--- config.mk ---
export PLATFORM = sky130hd
export DESIGN_NAME = instr_fetch_unit
export DESIGN_NICKNAME = d
export VERILOG_FILES = /design/src/rtl/instr_fetch_unit_pkg.sv /design/src/rtl/instr_fetch_unit_pc_next_calc.sv /design/src/rtl/instr_fetch_unit.sv
export SDC_FILE = /design/constraint.sdc
export NUM_CORES = 1
export LEC_CHECK = 0
export ABC_CLOCK_PERIOD_IN_PS = 3100
export BUFFER_PORTS_ARGS = -buffer_cell sky130_fd_sc_hd__buf_2
export CORE_MARGIN = 4
export CORE_UTILIZATION = 51
export CTS_CLUSTER_SIZE = 24
export DETAILED_ROUTE_END_ITERATION = 10
export PLACE_DENSITY = 0.77
export SYNTH_ARGS = -nofsm -noshare
export SYNTH_HDL_FRONTEND = slang
export SYNTH_SLANG_ARGS = --single-unit
--- constraint.sdc ---
create_clock -name clk -period 3.1 [get_ports clk]
set_input_delay 0.62 -clock clk [delete_from_list [all_inputs] [get_ports clk]]
set_output_delay 0.62 -clock clk [all_outputs]
set_load 0.05 [all_outputs]
--- src/rtl/instr_fetch_unit_pkg.sv ---
`default_nettype none
// ============================================================================
//  Module      : instr_fetch_unit_pkg
//  Description : Shared constants, instruction field positions, opcodes and
//                fetch FSM state encoding for the instruction fetch unit.
//  Revision    : 1.0  initial release
// ============================================================================
package instr_fetch_unit_pkg;

    localparam int c_INSTR_W = 16;

    localparam int c_OPC_MSB = 15;
    localparam int c_OPC_LSB = 14;
    localparam int c_RS_MSB  = 13;
    localparam int c_RS_LSB  = 11;
    localparam int c_RT_MSB  = 10;
    localparam int c_RT_LSB  = 8;
    localparam int c_RD_MSB  = 7;
    localparam int c_RD_LSB  = 5;
    localparam int c_IMM_MSB = 7;
    localparam int c_IMM_LSB = 0;

    localparam logic [1:0] OP_RTYPE = 2'b00;
    localparam logic [1:0] OP_LW    = 2'b01;
    localparam logic [1:0] OP_SW    = 2'b10;
    localparam logic [1:0] OP_BEQ   = 2'b11;

    // REQ_SEND is the first request cycle, REQ_WAIT any further ones.
    typedef enum logic [1:0] {
        REQ_IDLE = 2'd0,
        REQ_SEND = 2'd1,
        REQ_WAIT = 2'd2,
        REQ_HOLD = 2'd3
    } fetch_state_e;

endpackage : instr_fetch_unit_pkg
`default_nettype wire

--- src/rtl/instr_fetch_unit_pc_next_calc.sv ---
`default_nettype none
// ============================================================================
//  Module      : pc_next_calc
//  Description : Combinational sequential-PC and branch-target computation
//                (pc+1 and pc+1+sext(imm8), both modulo 2^PC_W).
//  Revision    : 1.0  initial release
// ============================================================================
module pc_next_calc #(
    parameter int PC_W = 8
) (
    input  logic [PC_W-1:0] i_pc,
    input  logic [7:0]      i_imm8,
    input  logic            i_taken,
    output logic [PC_W-1:0] o_pc_plus1,
    output logic [PC_W-1:0] o_pc_next
);

    logic [PC_W-1:0] w_offset;
    logic [PC_W-1:0] w_target;

    // Offset is sign-extended for wide PCs and truncated for narrow ones.
    if (PC_W > 8) begin : g_sext
        assign w_offset = {{(PC_W-8){i_imm8[7]}}, i_imm8};
    end else if (PC_W == 8) begin : g_same
        assign w_offset = i_imm8;
    end else begin : g_trunc
        assign w_offset = i_imm8[PC_W-1:0];
    end

    assign o_pc_plus1 = i_pc + PC_W'(1);
    assign w_target   = o_pc_plus1 + w_offset;
    assign o_pc_next  = i_taken ? w_target : o_pc_plus1;

endmodule : pc_next_calc
`default_nettype wire

--- src/rtl/instr_fetch_unit.sv ---
`default_nettype none
// ============================================================================
//  Module      : instr_fetch_unit
//  Description : PC holder and single-outstanding instruction fetcher feeding
//                decoded fields to the datapath over valid/ready.
//  Revision    : 1.0  initial release
// ============================================================================
module instr_fetch_unit
    import instr_fetch_unit_pkg::*;
#(
    parameter int          PC_W     = 8,
    parameter int          INSTR_W  = c_INSTR_W,
    parameter int unsigned RESET_PC = 0
) (
    input  logic               clk,
    input  logic               rst_n,
    output logic               imem_req,
    output logic [PC_W-1:0]    imem_addr,
    input  logic               imem_valid,
    input  logic [INSTR_W-1:0] imem_rdata,
    output logic               instr_valid,
    input  logic               instr_ready,
    output logic [1:0]         opcode,
    output logic [2:0]         rs,
    output logic [2:0]         rt,
    output logic [2:0]         rd,
    output logic [7:0]         imm8,
    output logic [PC_W-1:0]    pc_plus1,
    input  logic               branch_taken,
    input  logic               halt
);

    fetch_state_e       r_state;
    fetch_state_e       w_state_nxt;
    logic [PC_W-1:0]    r_pc;
    logic [PC_W-1:0]    r_pc_plus1;
    logic [INSTR_W-1:0] r_instr;
    logic               w_load;
    logic               w_accept;
    logic [PC_W-1:0]    w_pc_plus1;
    logic [PC_W-1:0]    w_pc_next;

    pc_next_calc #(
        .PC_W (PC_W)
    ) u_pc_next_calc (
        .i_pc       (r_pc),
        .i_imm8     (r_instr[c_IMM_MSB:c_IMM_LSB]),
        .i_taken    (branch_taken),
        .o_pc_plus1 (w_pc_plus1),
        .o_pc_next  (w_pc_next)
    );

    assign w_accept = (r_state == REQ_HOLD) && instr_ready;

    always_comb begin
        w_state_nxt = r_state;
        w_load      = 1'b0;
        imem_req    = 1'b0;
        instr_valid = 1'b0;
        case (r_state)
            REQ_IDLE: begin
                if (!halt) begin
                    w_state_nxt = REQ_SEND;
                end
            end
            REQ_SEND, REQ_WAIT: begin
                imem_req = 1'b1;
                if (imem_valid) begin
                    w_load      = 1'b1;
                    w_state_nxt = REQ_HOLD;
                end else begin
                    w_state_nxt = REQ_WAIT;
                end
            end
            REQ_HOLD: begin
                instr_valid = 1'b1;
                // Issue the next request straight from accept to keep one bubble.
                if (instr_ready) begin
                    w_state_nxt = halt ? REQ_IDLE : REQ_SEND;
                end
            end
            default: begin
                w_state_nxt = REQ_IDLE;
            end
        endcase
    end

    always_ff @(posedge clk or negedge rst_n) begin
        if (!rst_n) begin
            r_state    <= REQ_IDLE;
            r_pc       <= PC_W'(RESET_PC);
            r_instr    <= '0;
            r_pc_plus1 <= '0;
        end else begin
            r_state <= w_state_nxt;
            if (w_load) begin
                r_instr    <= imem_rdata;
                r_pc_plus1 <= w_pc_plus1;
            end
            if (w_accept) begin
                r_pc <= w_pc_next;
            end
        end
    end

    assign imem_addr = r_pc;
    assign opcode    = r_instr[c_OPC_MSB:c_OPC_LSB];
    assign rs        = r_instr[c_RS_MSB:c_RS_LSB];
    assign rt        = r_instr[c_RT_MSB:c_RT_LSB];
    assign rd        = r_instr[c_RD_MSB:c_RD_LSB];
    assign imm8      = r_instr[c_IMM_MSB:c_IMM_LSB];
    assign pc_plus1  = r_pc_plus1;

endmodule : instr_fetch_unit
`default_nettype wire
======== Word-level counts from Yosys, hierarchy flattened ========
Index checks and enable logic that the tools add are counted.
W data, S select, Z words.
operators by class
  divide/modulo/power cells ............... 0
  mux-type cells .......................... 10
  multiply operators ...................... 0
  equality and inequality tests ........... 5
  $add $sub $neg .......................... 2
  magnitude comparators ................... 0
  shifts and indexed selects .............. 0
  reductions and logical operators ........ 4
  bitwise gates (word level) .............. 0
operator list
  kind                   count
  $add A8 B1 Y8 const B  1
  $add A8 B8 Y8          1
  $mux W8                1
  $mux W1                6
  $pmux W2 S3            1
  $eq A2 B2 Y1 const B   2
  $mux W2                2
  $ne A2 B2 Y1 const B   2
  $eq A2 B1 Y1 const B   1
  $logic_not A2 Y1       1
  $reduce_and A2 Y1      1
  $reduce_or A2 Y1       1
  $logic_and A1 B1 Y1    1
word-level totals
  RAM bits ................................ 0
  output and inout bits ................... 37
  memories kept ........................... 0
  bits in latches ......................... 0
  input port bits ......................... 22
  memory bits (read-only) ................. 0
  register bits ........................... 34

======== Depth between registers and ports, before layout ========
  depth in word-level cells ............... 3
  gate-level depth with buffers ........... 9
  gate-level depth less buffers ........... 9

======== By module ========
From an unflattened synthesis, not the netlist that was laid out.
unflattened totals
  cell total of the unflattened synthesis .. 155
  area total of the unflattened synthesis .. 1,985.7 sq um
modules (own cells, without submodules)
  module            sequential area each (sq um)  cells each  instances  area each (sq um)
  instr_fetch_unit  850.8                         85          1          1,443.9
  pc_next_calc      0.0                           70          1          541.8

======== Worst setup path after synthesis ========
OpenSTA, ideal clock, no wires.
  path kind ............................... register to register
  start ................................... register r_pc[0], in the netlist imem_addr[0]
  end ..................................... register r_pc[7], in the netlist imem_addr[7]
  slack ................................... 0.358 ns
  path buffers ............................ 0
  clock period less this slack ............ 2.742 ns
  arrival time ............................ 2.610 ns
  cell stages (with the launch flop) ...... 10
  setup time .............................. 0.132 ns
  path through ............................ dfrtp_1 -> ha_1 -> nand3_1 -> xnor2_2 -> ha_1 -> a21oi_2 -> inv_1 -> a221o_1 -> nor4_1 -> a211oi_1
on the way
  cells in the longest elaborated chain, start to end .. 3
ends and longest elaborated chain
  item                              line                                 source
  start, declared                   instr_fetch_unit.sv:35               logic [PC_W-1:0] r_pc;
  start signal, assigned            instr_fetch_unit.sv:91               r_pc <= PC_W'(RESET_PC);
  start signal, assigned            instr_fetch_unit.sv:101              r_pc <= w_pc_next;
  $add A8 B1 Y8                     instr_fetch_unit_pc_next_calc.sv:30  assign o_pc_plus1 = i_pc + PC_W'(1);
  net u_pc_next_calc.o_pc_plus1[6]  instr_fetch_unit_pc_next_calc.sv:14  output logic [PC_W-1:0] o_pc_plus1,
  $add A8 B8 Y8                     instr_fetch_unit_pc_next_calc.sv:31  assign w_target = o_pc_plus1 + w_offset;
  $mux W8                           instr_fetch_unit_pc_next_calc.sv:32  assign o_pc_next = i_taken ? w_target : o_pc_plus1;
The timed path passes the listed nets, and every way through them passes these cells.
A chain may end at the register's enable or synchronous reset.

======== Worst setup path after layout ========
Ends and elaborated chain as after synthesis.

==> run summary <==
CP Launch Type -> flip-flop
num rows -> 21
vias after detailed routing -> 1,505
DRT iter0 DRCs -> 78
setup TNS -> 0 ps
final setup fails -> 0
clk buf depth -> 2
status -> complete, no violations
first-pass GRT wire length -> 6360 microns
grt total ovfl -> 0
Area growth syn-to-layout -> 21.3%
syn_area_per_cell -> 10.8 sq um
slew margin rel. -> 30.6%
Max Cap Violations -> 0
clock insertion delay at the later pin of the skew report -> 280 ps
CTS root buffer -> clkbuf_8
Most Crowded Layer GR -> met2
most common cell after layout, fill and taps aside -> buf_2
die area -> 4730 sq um
DRC errors left -> 0
post-synthesis register bit count -> 34
post-CTS resize count -> 0
WL final -> 4010 microns
Crit Path Max Fanout -> 8
M3 GR Usage -> 5.35%
Syn Std Cell Area -> 1880 sq um
CP Class -> flip-flop to flip-flop
Worst-path clk slew -> 70 ps
Layout Skew -> 7.56 ps
met2 usage -> 27.7%
IO Count -> 59
unrepaired setup endpoints after global routing -> false
met1 Use GR -> 24.4%
Post-DRT Antenna Nets -> 0
largest net degree at the start of global routing -> 35
FF-to-FF Start -> imem_addr[0]$_DFFE_PN0P_
share of cells above drive strength 1 -> 40.3%
Critical Path Start -> imem_addr[0]$_DFFE_PN0P_
CORE AREA -> 3440 sq um
post-detail-place hpwl -> 2920 microns
yosys warns -> 0
initial core utilization -> 54.7%
syn nets -> 209
f_max -> 392 MHz
gpl congestion -> 0.779
worst slew pin tran -> 1040 ps
nets -> 266
Final Max Tran Viols -> 0
Gate Count Post-Synth -> 175
initial antenna violation count -> 0
post-layout util -> 66.3%
vias in the first global route -> 1,426
Post-CTS Setup Inserts -> 0
reg-to-reg slack, setup -> 550 ps
most frequent cells in the layout -> buf_2, dfrtp_1, mux2_2
Cell variety after synth -> 37
Hold/Removal Path Class -> primary input to async pin
Worst EP required -> 3260 ps
CTS tree -> done
Tcrit/Tclk final -> 82.3%
min Tclk post-route -> 2550 ps
wire per inst -> 14.4 microns
IO Port Bufs -> 58
Vias per Instance -> 5.39
Seq/Total Area, Yosys -> 45.2%
gr usage total -> 18.4%
Crit path arrival time -> 2710 ps
1st-pass router iterations -> 4
Antenna Cells -> 0
Num CTS Buffers -> 5
H-tree depth -> 2
endpoint type of the worst setup path -> flip-flop
Die Ht -> 68.7 microns
Post-CTS Hold Buffers -> 0
clock sink total -> 34
Hold Vio Cnt, Final -> 0
die width -> 68.7 microns
-- state kept, by name (all words and copies together) (netlist names) --
| register | count |
|---|---|
| r_instr | 16 |
| imem_addr | 8 |
| pc_plus1 | 8 |
| r_state | 2 |
-- logic make-up after synthesis --
kind of cell | after synthesis | synth area share [%]
DFF | 34 | 45.2
muxes | 24 | 14.3
and+or+nand+nor | 45 | 11.4
adders and majority gates | 12 | 8.38
xor gates and xnor gates | 11 | 5.52
buffers and inverters | 17 | 4.19
AOI/OAI and AO/OA | 32 | 11.0
-- critical path, stage by stage (launching register included) --
cell	delay [ps]
dfrtp_1	450
ha_1	280
nand3_1	140
xnor2_2	180
ha_1	390
a21oi_2	220
inv_1	80
a221o_1	340
nor4_1	260
a211oi_1	80
-- stage by stage --
| stage | hold slack, ps | instances | instance area [sq um] | setup WS [ps] |
|---|---|---|---|---|
| 6_report | 404 | 279 | 2280 | 549 |
| 5_1_grt | 463 | 279 | 2280 | 359 |
| 4_1_cts | 434 | 279 | 2280 | 565 |
| 3_5_place_dp | 467 | 271 | 2190 | 572 |
| 3_3_place_gp | 457 | 271 | 2190 | 618 |
| 2_1_floorplan | 324 | 175 | 1880 | 358 |
-- Yosys cell counts --
master / instances / area (sq um)
and2_1: 1 / 6.26
o2111a_1: 1 / 11.3
dfrtp_1: 34 / 851
and4_2: 1 / 10.0
a31oi_1: 1 / 6.26
nand3_1: 9 / 45.0
clkbuf_2: 1 / 5.00
fa_1: 1 / 20.0
and3_1: 3 / 18.8
o211a_1: 1 / 10.0
nor3_1: 2 / 10.0
o21bai_1: 1 / 7.51
o21ai_0: 10 / 50.1
nand2_1: 12 / 45.0
a21o_1: 2 / 15.0
clkbuf_1: 2 / 7.51
xor2_1: 6 / 52.6
buf_1: 1 / 3.75
ha_1: 11 / 138
mux2_2: 23 / 259
a21oi_2: 2 / 17.5
nand4b_1: 1 / 8.76
xnor2_2: 1 / 16.3
a221o_1: 1 / 10.0
a21oi_1: 8 / 40.0
xnor2_1: 4 / 35.0
nor2_1: 12 / 45.0
or3_1: 1 / 6.26
a211oi_1: 1 / 7.51
mux2i_1: 1 / 10.0
inv_1: 8 / 30.0
nor4_1: 3 / 18.8
o41ai_1: 1 / 8.76
buf_4: 3 / 22.5
a221oi_1: 1 / 8.76
a22oi_1: 2 / 15.0
buf_2: 2 / 10.0
-- worst paths after layout --
kind                                                 end  cells past startpoint
worst max-delay path            imem_addr[7]$_DFFE_PN0P_                      9
worst min-delay path            imem_addr[5]$_DFFE_PN0P_                      1
worst max register to register  imem_addr[7]$_DFFE_PN0P_                      9
worst min register to register   pc_plus1[0]$_DFFE_PN0P_                      2
max in group asynchronous         r_instr[8]$_DFFE_PN0P_                      1
min in group clk                 pc_plus1[0]$_DFFE_PN0P_                      2
-- final cells by class --
cell class | instances | area (sq um)
Clock buffer | 6 | 82.6
Timing Repair Buffer | 59 | 298
Tap cell | 46 | 57.6
Inverter | 8 | 30.0
Sequential cell | 34 | 851
Clock inverter | 2 | 12.5
Fill cell | 287 | 1160
Multi-Input combinational cell | 124 | 952
-- metal layers --
layer	wire (microns)	part of all wire, %
met1	1880	47
met2	1810	45
met3	288	7.2
met4	29	0.72
met5	0	0
Power is not shown: default switching activity piles up to over one toggle a cycle in this logic, so the estimate is an artifact.
